<file path="config.mk">
export PLATFORM = sky130hd
export DESIGN_NAME = hdlc_tx_channel_flat
export DESIGN_NICKNAME = d
export VERILOG_FILES = /design/src/rtl/hdlc_pkg.sv /design/src/rtl/hdlc_tx_channel_if.sv /design/src/rtl/hdlc_tx_zero_insert.sv /design/src/rtl/hdlc_tx_channel.sv /design/src/flat_wrapper.sv
export SDC_FILE = /design/constraint.sdc
export NUM_CORES = 1
export LEC_CHECK = 0
export ABC_AREA = 0
export CAP_MARGIN = 20
export CORE_ASPECT_RATIO = 0.7
export CORE_UTILIZATION = 45
export DETAILED_ROUTE_END_ITERATION = 6
export GPL_ROUTABILITY_DRIVEN = 0
export PLACE_DENSITY = 0.78
export SYNTH_ARGS = -nofsm -noshare
export SYNTH_HDL_FRONTEND = slang
export SYNTH_SLANG_ARGS = --single-unit
export TNS_END_PERCENT = 10
</file>
<file path="constraint.sdc">
create_clock -name Clk -period 1.7 [get_ports Clk]
set_input_delay 0.34 -clock Clk [delete_from_list [all_inputs] [get_ports Clk]]
set_output_delay 0.34 -clock Clk [all_outputs]
set_load 0.1 [all_outputs]
</file>
<file path="src/rtl/hdlc_pkg.sv">
// Shared types and constants for the HDLC transmit channel.
package hdlc_pkg;

  // Transmitter sequencing states
  typedef enum logic [2:0] {
    IDLE       = 3'd0,
    START_FLAG = 3'd1,
    DATA       = 3'd2,
    END_FLAG   = 3'd3,
    ABORT      = 3'd4
  } tx_state_e;

  // Frame delimiter, shifted LSB first: 0,1,1,1,1,1,1,0
  localparam logic [7:0] FLAG_PATTERN = 8'b0111_1110;

  // Abort sequence, shifted LSB first: 0 followed by seven 1s
  localparam logic [7:0] ABORT_PATTERN = 8'b1111_1110;

  // Consecutive data ones that force a stuffed zero
  localparam int ONES_RUN_DEFAULT = 5;

endpackage

</file>
<file path="src/rtl/hdlc_tx_channel_if.sv">
// Byte-side handshake and serial output of the HDLC transmit channel.
interface hdlc_tx_channel_if;

  logic       Tx_ValidFrame;
  logic       Tx_AbortFrame;
  logic       Tx_DataAvail;
  logic [7:0] Tx_Data;
  logic       Tx_RdBuff;
  logic       Tx_NewByte;
  logic       Tx_Done;
  logic       Tx_AbortedTrans;
  logic       Tx;

  // Byte source / frame requester side
  modport master (
    output Tx_ValidFrame,
    output Tx_AbortFrame,
    output Tx_DataAvail,
    output Tx_Data,
    input  Tx_RdBuff,
    input  Tx_NewByte,
    input  Tx_Done,
    input  Tx_AbortedTrans,
    input  Tx
  );

  // Transmitter side
  modport slave (
    input  Tx_ValidFrame,
    input  Tx_AbortFrame,
    input  Tx_DataAvail,
    input  Tx_Data,
    output Tx_RdBuff,
    output Tx_NewByte,
    output Tx_Done,
    output Tx_AbortedTrans,
    output Tx
  );

endinterface

</file>
<file path="src/rtl/hdlc_tx_zero_insert.sv">
// Ones-run tracker for HDLC zero insertion. Counts consecutive 1 data bits
// while the channel is sending payload and raises stall once the run length
// is reached, telling the channel to emit a 0 instead of the next data bit.
module hdlc_tx_zero_insert
  import hdlc_pkg::*;
#(
  parameter int ONES_RUN = ONES_RUN_DEFAULT
) (
  input  logic clk,
  input  logic rst_n,
  input  logic count_en,
  input  logic clear,
  input  logic data_bit,
  output logic stall
);

  localparam int CW = $clog2(ONES_RUN + 1);

  logic [CW-1:0] ones_q;
  logic [CW-1:0] ones_d;

  assign stall = count_en && (ones_q == CW'(ONES_RUN));

  // Next run length: grows on a driven data 1, resets on any driven 0
  // (data or stuffed) and whenever the channel leaves payload.
  always_comb begin
    ones_d = '0;
    if (count_en && !clear && !stall && data_bit) begin
      ones_d = ones_q + 1'b1;
    end
  end

  // Run-length register
  always_ff @(posedge clk or negedge rst_n) begin
    if (!rst_n) begin
      ones_q <= '0;
    end else begin
      ones_q <= ones_d;
    end
  end

endmodule

</file>
<file path="src/rtl/hdlc_tx_channel.sv">
// HDLC transmit channel: opening flag, bit-stuffed payload bytes read from a
// byte buffer, closing flag, and an abort sequence. The serial line is
// registered, so every bit decided in a cycle appears on Tx one cycle later;
// Tx_NewByte and Tx_Done are registered alongside so they line up with Tx.
module hdlc_tx_channel
  import hdlc_pkg::*;
#(
  parameter logic [7:0] FLAG     = FLAG_PATTERN,
  parameter int         ONES_RUN = ONES_RUN_DEFAULT
) (
  input logic              Clk,
  input logic              Rst,
  hdlc_tx_channel_if.slave tx_if
);

  tx_state_e  state_q, state_d;
  logic [2:0] bit_idx_q, bit_idx_d;
  logic [7:0] shift_q, shift_d;
  logic       tx_q, tx_d;
  logic       new_byte_q, new_byte_d;
  logic       done_q, done_d;
  logic       aborted_q, aborted_d;
  logic       rd_buff;
  logic       boundary;
  logic       stall;
  logic       data_bit;
  logic       last_bit;
  logic       count_en;
  logic       leave_data;

  assign data_bit   = shift_q[bit_idx_q];
  assign last_bit   = (bit_idx_q == 3'd7);
  assign count_en   = (state_q == DATA);
  assign leave_data = (state_d != DATA);

  hdlc_tx_zero_insert #(
    .ONES_RUN(ONES_RUN)
  ) u_zero_insert (
    .clk      (clk_unused_guard(Clk)),
    .rst_n    (Rst),
    .count_en (count_en),
    .clear    (leave_data),
    .data_bit (data_bit),
    .stall    (stall)
  );

  function automatic logic clk_unused_guard(input logic c);
    return c;
  endfunction

  // Next-state, next serial bit and strobes for the current state
  always_comb begin
    state_d    = state_q;
    bit_idx_d  = bit_idx_q;
    shift_d    = shift_q;
    tx_d       = 1'b1;
    new_byte_d = 1'b0;
    done_d     = 1'b0;
    aborted_d  = aborted_q;
    rd_buff    = 1'b0;
    boundary   = 1'b0;
    case (state_q)
      IDLE: begin
        bit_idx_d = '0;
        if (tx_if.Tx_ValidFrame) begin
          state_d   = START_FLAG;
          aborted_d = 1'b0;
        end
      end
      START_FLAG: begin
        tx_d = FLAG[bit_idx_q];
        if (tx_if.Tx_AbortFrame) begin
          state_d   = ABORT;
          bit_idx_d = '0;
          aborted_d = 1'b1;
        end else if (last_bit) begin
          boundary = 1'b1;
        end else begin
          bit_idx_d = bit_idx_q + 3'd1;
        end
      end
      DATA: begin
        tx_d       = stall ? 1'b0 : data_bit;
        new_byte_d = (bit_idx_q == 3'd0) && !stall;
        if (tx_if.Tx_AbortFrame) begin
          state_d   = ABORT;
          bit_idx_d = '0;
          shift_d   = '0;
          aborted_d = 1'b1;
        end else if (!stall) begin
          if (last_bit) begin
            boundary = 1'b1;
          end else begin
            bit_idx_d = bit_idx_q + 3'd1;
          end
        end
      end
      END_FLAG: begin
        tx_d = FLAG[bit_idx_q];
        if (last_bit) begin
          state_d   = IDLE;
          bit_idx_d = '0;
          done_d    = 1'b1;
        end else begin
          bit_idx_d = bit_idx_q + 3'd1;
        end
      end
      ABORT: begin
        tx_d = ABORT_PATTERN[bit_idx_q];
        if (last_bit) begin
          state_d   = IDLE;
          bit_idx_d = '0;
        end else begin
          bit_idx_d = bit_idx_q + 3'd1;
        end
      end
      default: begin
        state_d   = IDLE;
        bit_idx_d = '0;
      end
    endcase

    if (boundary) begin
      bit_idx_d = '0;
      if (tx_if.Tx_DataAvail) begin
        rd_buff = 1'b1;
        shift_d = tx_if.Tx_Data;
        state_d = DATA;
      end else begin
        state_d = END_FLAG;
      end
    end
  end

  // State, counters, shift register and registered outputs
  always_ff @(posedge Clk or negedge Rst) begin
    if (!Rst) begin
      state_q    <= IDLE;
      bit_idx_q  <= '0;
      shift_q    <= '0;
      tx_q       <= 1'b1;
      new_byte_q <= 1'b0;
      done_q     <= 1'b0;
      aborted_q  <= 1'b0;
    end else begin
      state_q    <= state_d;
      bit_idx_q  <= bit_idx_d;
      shift_q    <= shift_d;
      tx_q       <= tx_d;
      new_byte_q <= new_byte_d;
      done_q     <= done_d;
      aborted_q  <= aborted_d;
    end
  end

  assign tx_if.Tx              = tx_q;
  assign tx_if.Tx_RdBuff       = rd_buff;
  assign tx_if.Tx_NewByte      = new_byte_q;
  assign tx_if.Tx_Done         = done_q;
  assign tx_if.Tx_AbortedTrans = aborted_q;

endmodule

</file>
<file path="src/flat_wrapper.sv">
// flat-port wrapper written by rule: the top's interface ports become plain ports
module hdlc_tx_channel_flat import hdlc_pkg::*;
#(
  parameter logic [7:0] FLAG     = FLAG_PATTERN,
  parameter int         ONES_RUN = ONES_RUN_DEFAULT
)
  (Clk, Rst, tx_if_Tx_ValidFrame, tx_if_Tx_AbortFrame, tx_if_Tx_DataAvail, tx_if_Tx_Data, tx_if_Tx_RdBuff, tx_if_Tx_NewByte, tx_if_Tx_Done, tx_if_Tx_AbortedTrans, tx_if_Tx);
  hdlc_tx_channel_if tx_if_i ();
  input logic Clk;
  input logic Rst;
  input wire logic [$bits(tx_if_i.Tx_ValidFrame)-1:0] tx_if_Tx_ValidFrame;
  input wire logic [$bits(tx_if_i.Tx_AbortFrame)-1:0] tx_if_Tx_AbortFrame;
  input wire logic [$bits(tx_if_i.Tx_DataAvail)-1:0] tx_if_Tx_DataAvail;
  input wire logic [$bits(tx_if_i.Tx_Data)-1:0] tx_if_Tx_Data;
  output wire logic [$bits(tx_if_i.Tx_RdBuff)-1:0] tx_if_Tx_RdBuff;
  output wire logic [$bits(tx_if_i.Tx_NewByte)-1:0] tx_if_Tx_NewByte;
  output wire logic [$bits(tx_if_i.Tx_Done)-1:0] tx_if_Tx_Done;
  output wire logic [$bits(tx_if_i.Tx_AbortedTrans)-1:0] tx_if_Tx_AbortedTrans;
  output wire logic [$bits(tx_if_i.Tx)-1:0] tx_if_Tx;
  assign tx_if_i.Tx_ValidFrame = tx_if_Tx_ValidFrame;
  assign tx_if_i.Tx_AbortFrame = tx_if_Tx_AbortFrame;
  assign tx_if_i.Tx_DataAvail = tx_if_Tx_DataAvail;
  assign tx_if_i.Tx_Data = tx_if_Tx_Data;
  assign tx_if_Tx_RdBuff = tx_if_i.Tx_RdBuff;
  assign tx_if_Tx_NewByte = tx_if_i.Tx_NewByte;
  assign tx_if_Tx_Done = tx_if_i.Tx_Done;
  assign tx_if_Tx_AbortedTrans = tx_if_i.Tx_AbortedTrans;
  assign tx_if_Tx = tx_if_i.Tx;
  hdlc_tx_channel #(.FLAG(FLAG), .ONES_RUN(ONES_RUN)) u_core (.Clk(Clk), .Rst(Rst), .tx_if(tx_if_i));
endmodule
</file>
==> impl_table.tex <==
\begin{tabular}{lr}
\hline
Metric & Value \\
\hline
\multicolumn{2}{l}{\textbf{Floorplan}} \\
\quad Die width & 65.2 um \\
\quad Placement row count & 15 \\
\quad Core area & 0.00255 mm\^{}2 \\
\quad Initial Utilization & 0.494 \\
\quad Height of the chip & 46.3 um \\
\quad Num ports & 18 \\
\quad Die Area & 0.00302 mm\^{}2 \\
\multicolumn{2}{l}{\textbf{Critical path}} \\
\quad Peak fanout along the critical path & 7 \\
\quad Element type at the critical path end & primary output \\
\quad Crit path DAT & 1.54 ns \\
\quad Type of the worst setup path & reg2out \\
\quad Kind of start point of the critical path & register \\
\quad Critical path required time & 1.36 ns \\
\quad Worst-case register-to-register setup slack & approximately 0.01 ns \\
\multicolumn{2}{l}{\textbf{Synthesis}} \\
\quad Post-Synthesis Mean Instance Area & 9.69 um\^{}2 \\
\quad Post-Synthesis Cell Area & 0.00126 mm\^{}2 \\
\quad Dominant cell type by area after synthesis & sky130\_fd\_sc\_hd\_\_dfrtp\_1 \\
\quad Register area share after synthesis & 0.418 \\
\quad Synthesized netlist net count & 149 \\
\quad Fraction of post-synthesis cell area in the top cell type by area & 0.397 \\
\quad Async S/R FF share, synth & 1.00 \\
\quad Main flop type after synthesis & sky130\_fd\_sc\_hd\_\_dfrtp\_1 \\
\quad Number of flip-flops and latches in the synthesized netlist & 21 \\
\quad EDFF count, synth & 0 \\
\quad Gate count of the mapped netlist & 130 \\
\quad Biggest area contributors in the synthesized netlist & sky130\_fd\_sc\_hd\_\_dfrtp\_1 40\%, sky130\_fd\_sc\_hd\_\_mux2i\_1 7.9\%, sky130\_fd\_sc\_hd\_\_ha\_1 6.0\% \\
\quad Number of distinct standard cells referenced by the synthesized netlist & 39 \\
\quad Yosys synthesis warning count & 0 \\
\multicolumn{2}{l}{\textbf{Pwr}} \\
\quad PD cells & 1070 mW/mm\^{}2 \\
\quad Internal power of the cells & 1.13 mW \\
\quad Clk pwr share & 0.181 \\
\quad Static Leak & 0.837 nW \\
\quad Power Total & 1.86 mW \\
\quad Logic pwr share & 0.458 \\
\quad Peak supply drop & 0.000648 V \\
\quad Net switching component of the power & 722 uW \\
\quad Portion of total power attributed to sequential cells & 0.361 \\
\quad Fraction of power spent switching nets & 0.389 \\
\multicolumn{2}{l}{\textbf{Timing}} \\
\quad Setup violations, final & 1 \\
\quad Final count of hold timing violations & 0 \\
\quad Post-route minimum period & around 1.9 ns \\
\quad Worst Setup Slack, final & -0.175 ns \\
\quad Setup repair after global routing missed its margin & true \\
\quad Max transition margin & 0.759 \\
\quad Period utilisation layout & 1.10 \\
\quad Achievable frequency & 533 MHz \\
\quad Summed negative setup slack over all endpoints & -0.175 ns \\
\quad Slew at the pin closest to its max-slew limit & 0.352 ns \\
\quad Setup clock skew after layout & 0.00165 ns \\
\quad Number of max-slew violations in the final report & 0 \\
\multicolumn{2}{l}{\textbf{Global route}} \\
\quad Largest net degree at the start of global routing & 22 \\
\quad Grt total ovfl & 0 \\
\quad Via count of the first global-routing pass & 1077 \\
\quad Global-route usage over all layers & 0.229 \\
\quad First-pass GRT wire length & 4.96 mm \\
\quad Antenna violations before repair & 0 \\
\multicolumn{2}{l}{\textbf{Final layout}} \\
\quad Number of filler instances in the final layout & 201 \\
\quad Multi-input logic area & 713 um\^{}2 \\
\quad Share of cells above drive strength 1 & 0.301 \\
\quad Leading cell types in the layout, fill and taps excluded & 17 x sky130\_fd\_sc\_hd\_\_buf\_4, 17 x sky130\_fd\_sc\_hd\_\_dfrtp\_1, 16 x sky130\_fd\_sc\_hd\_\_nand2\_1, 12 x sky130\_fd\_sc\_hd\_\_inv\_1, 12 x sky130\_fd\_sc\_hd\_\_clkdlybuf4s50\_1 \\
\quad Diode count & 0 \\
\quad Layout Nets & 183 \\
\quad Sequential cell area & 531 um\^{}2 \\
\quad Area delta synth->final & 37.4\% \\
\multicolumn{2}{l}{\textbf{Clocking}} \\
\quad Deepest level of the CTS H-tree & 1 \\
\quad Clock Latency Late Sink & around 0.26 ns \\
\quad Clock buffer depth & 2 \\
\quad Buffer cell driving the clock tree root & sky130\_fd\_sc\_hd\_\_clkbuf\_8 \\
\quad Clock tree from TritonCTS & yes \\
\quad Hold-fix buffers, CTS & 0 \\
\quad Number of buffers added by the clock tree synthesis step & 3 \\
\quad Clock sink count & 21 \\
\quad Clock Pin Slew Worst Setup and Hold Paths & approximately 0.08 ns \\
\multicolumn{2}{l}{\textbf{Route}} \\
\quad Pre-Repair DR Iteration Count & 4 \\
\quad Count of nets left with antenna violations after detail routing & 0 \\
\quad Routed Wire Length & 2.97 mm \\
\quad DRC errors left & 0 \\
\quad Detail-routed via count per cell & 5.43 \\
\quad Vias after detailed routing & roughly 1.1k \\
\quad DRC marker count from the first detailed-route iteration & 72 \\
\quad Routed len/inst & 15.1 um \\
\multicolumn{2}{l}{\textbf{Placed design}} \\
\quad Half-perimeter wire length after detailed placement & 2.17 mm \\
\quad Worst Setup Slack post-DPL & -0.198 ns \\
\quad Count of buffers inserted at the top-level ports & 17 \\
\multicolumn{2}{l}{\textbf{Worst hold path}} \\
\quad Class of the tightest hold or removal check & in2async \\
\multicolumn{2}{l}{\textbf{Flow run}} \\
\quad Reported max-cap violation count & 0 \\
\multicolumn{2}{l}{\textbf{Status}} \\
\quad Run status & finished, violations left \\
\quad Failing checks & negative setup slack \\
\hline
\end{tabular}
-- worst max-delay path: stages (launching register included) --
cell                         delay (ns)
sky130_fd_sc_hd__dfrtp_2           0.45
sky130_fd_sc_hd__and2b_4           0.32
sky130_fd_sc_hd__a21o_4            0.16
sky130_fd_sc_hd__nand3_4           0.07
sky130_fd_sc_hd__clkinvlp_4        0.09
sky130_fd_sc_hd__buf_12            0.16
-- metal layers --
layer / global-route usage / vias to the layer above / wire length [um]
met5: 0 / - / 0
met1: 0.302 / 509 / 1350
li1: - / 512 / -
met2: 0.344 / 44 / 1330
met4: 0.113 / 0 / 51
met3: 0.0693 / 5 / 232
-- cells by family after synthesis --
group,Yosys count,share of synthesized area
flops,21,0.418
fa+ha+maj,6,0.0596
mux,13,0.124
buf+inv,18,0.0626
xor+xnor,1,0.00695
compound gates,23,0.114
simple gates,48,0.215
-- power groups by stage --
stage               Combinational, mW  Clock, mW  Sequential (mW)
floorplan                       0.331          0            0.813
global placement                0.779          0            0.667
detailed placement              0.797          0            0.672
CTS                             0.833      0.352            0.667
global route                    0.920      0.360            0.679
finish                          0.851      0.336            0.670
-- metrics by stage --
| stage | area (um^2) | hold slack [ns] | cells | util |
|---|---|---|---|---|
| CTS | 1730 | 0.423 | 197 | 0.676 |
| global route | 1730 | 0.449 | 197 | 0.678 |
| detailed placement | 1630 | 0.525 | 189 | 0.638 |
| finish | 1730 | 0.419 | 197 | 0.678 |
| floorplan | 1310 | 0.0444 | 130 | - |
| global placement | 1630 | 0.516 | 189 | 0.638 |
-- sequential cells by signal, summed over array words and instances (netlist names) --
name / cells
u_core.tx_if.Tx_NewByte: 1
u_core.tx_if.Tx_AbortedTrans: 1
u_core.state_q: 3
u_core.bit_idx_q: 3
u_core.shift_q: 8
u_core.u_zero_insert.ones_q: 3
u_core.tx_if.Tx: 1
u_core.tx_if.Tx_Done: 1
-- layout make-up --
cell class,instances,share of cell area
clock buffer,4,0.0260
inverter,13,0.0303
multi-input combinational,91,0.412
sequential,21,0.306
tap,34,0.0246
timing repair buffer,34,0.201
-- worst paths after layout --
kind / startpoint / endpoint / cells after the start
setup / recovery: u_core.state_q[0]$_DFF_PN0_ / tx_if_Tx_RdBuff / 5
hold / removal: Rst / u_core.shift_q[2]$_DFF_PN0_ / 2
setup reg to reg: u_core.bit_idx_q[0]$_DFFE_PN0P_ / u_core.bit_idx_q[2]$_DFFE_PN0P_ / 7
max in group asynchronous: Rst / u_core.tx_if.Tx$_DFF_PN1_ / 2
hold reg to reg: u_core.shift_q[7]$_DFF_PN0_ / u_core.shift_q[7]$_DFF_PN0_ / 2
min in group Clk: u_core.shift_q[7]$_DFF_PN0_ / u_core.shift_q[7]$_DFF_PN0_ / 2
-- repair_timing --
action / 4_1_cts / 5_1_grt
endpoints found under the setup margin: 1 / 14
gates resized for setup: 6 / 3
hold endpoints to repair: 0 / 0
pin swaps: 2 / 0
setup buffers: 4 / 0
-- synth_stat cells (3+ instances only) --
library cell	n
sky130_fd_sc_hd__dfrtp_1	20
sky130_fd_sc_hd__a21oi_1	11
sky130_fd_sc_hd__mux2i_1	10
sky130_fd_sc_hd__o21ai_0	6
sky130_fd_sc_hd__ha_1	6
sky130_fd_sc_hd__inv_1	13
sky130_fd_sc_hd__nand2_1	18
sky130_fd_sc_hd__nand2b_1	3
sky130_fd_sc_hd__nor2_1	7
Note: power is estimated with default switching activity, not from simulation.
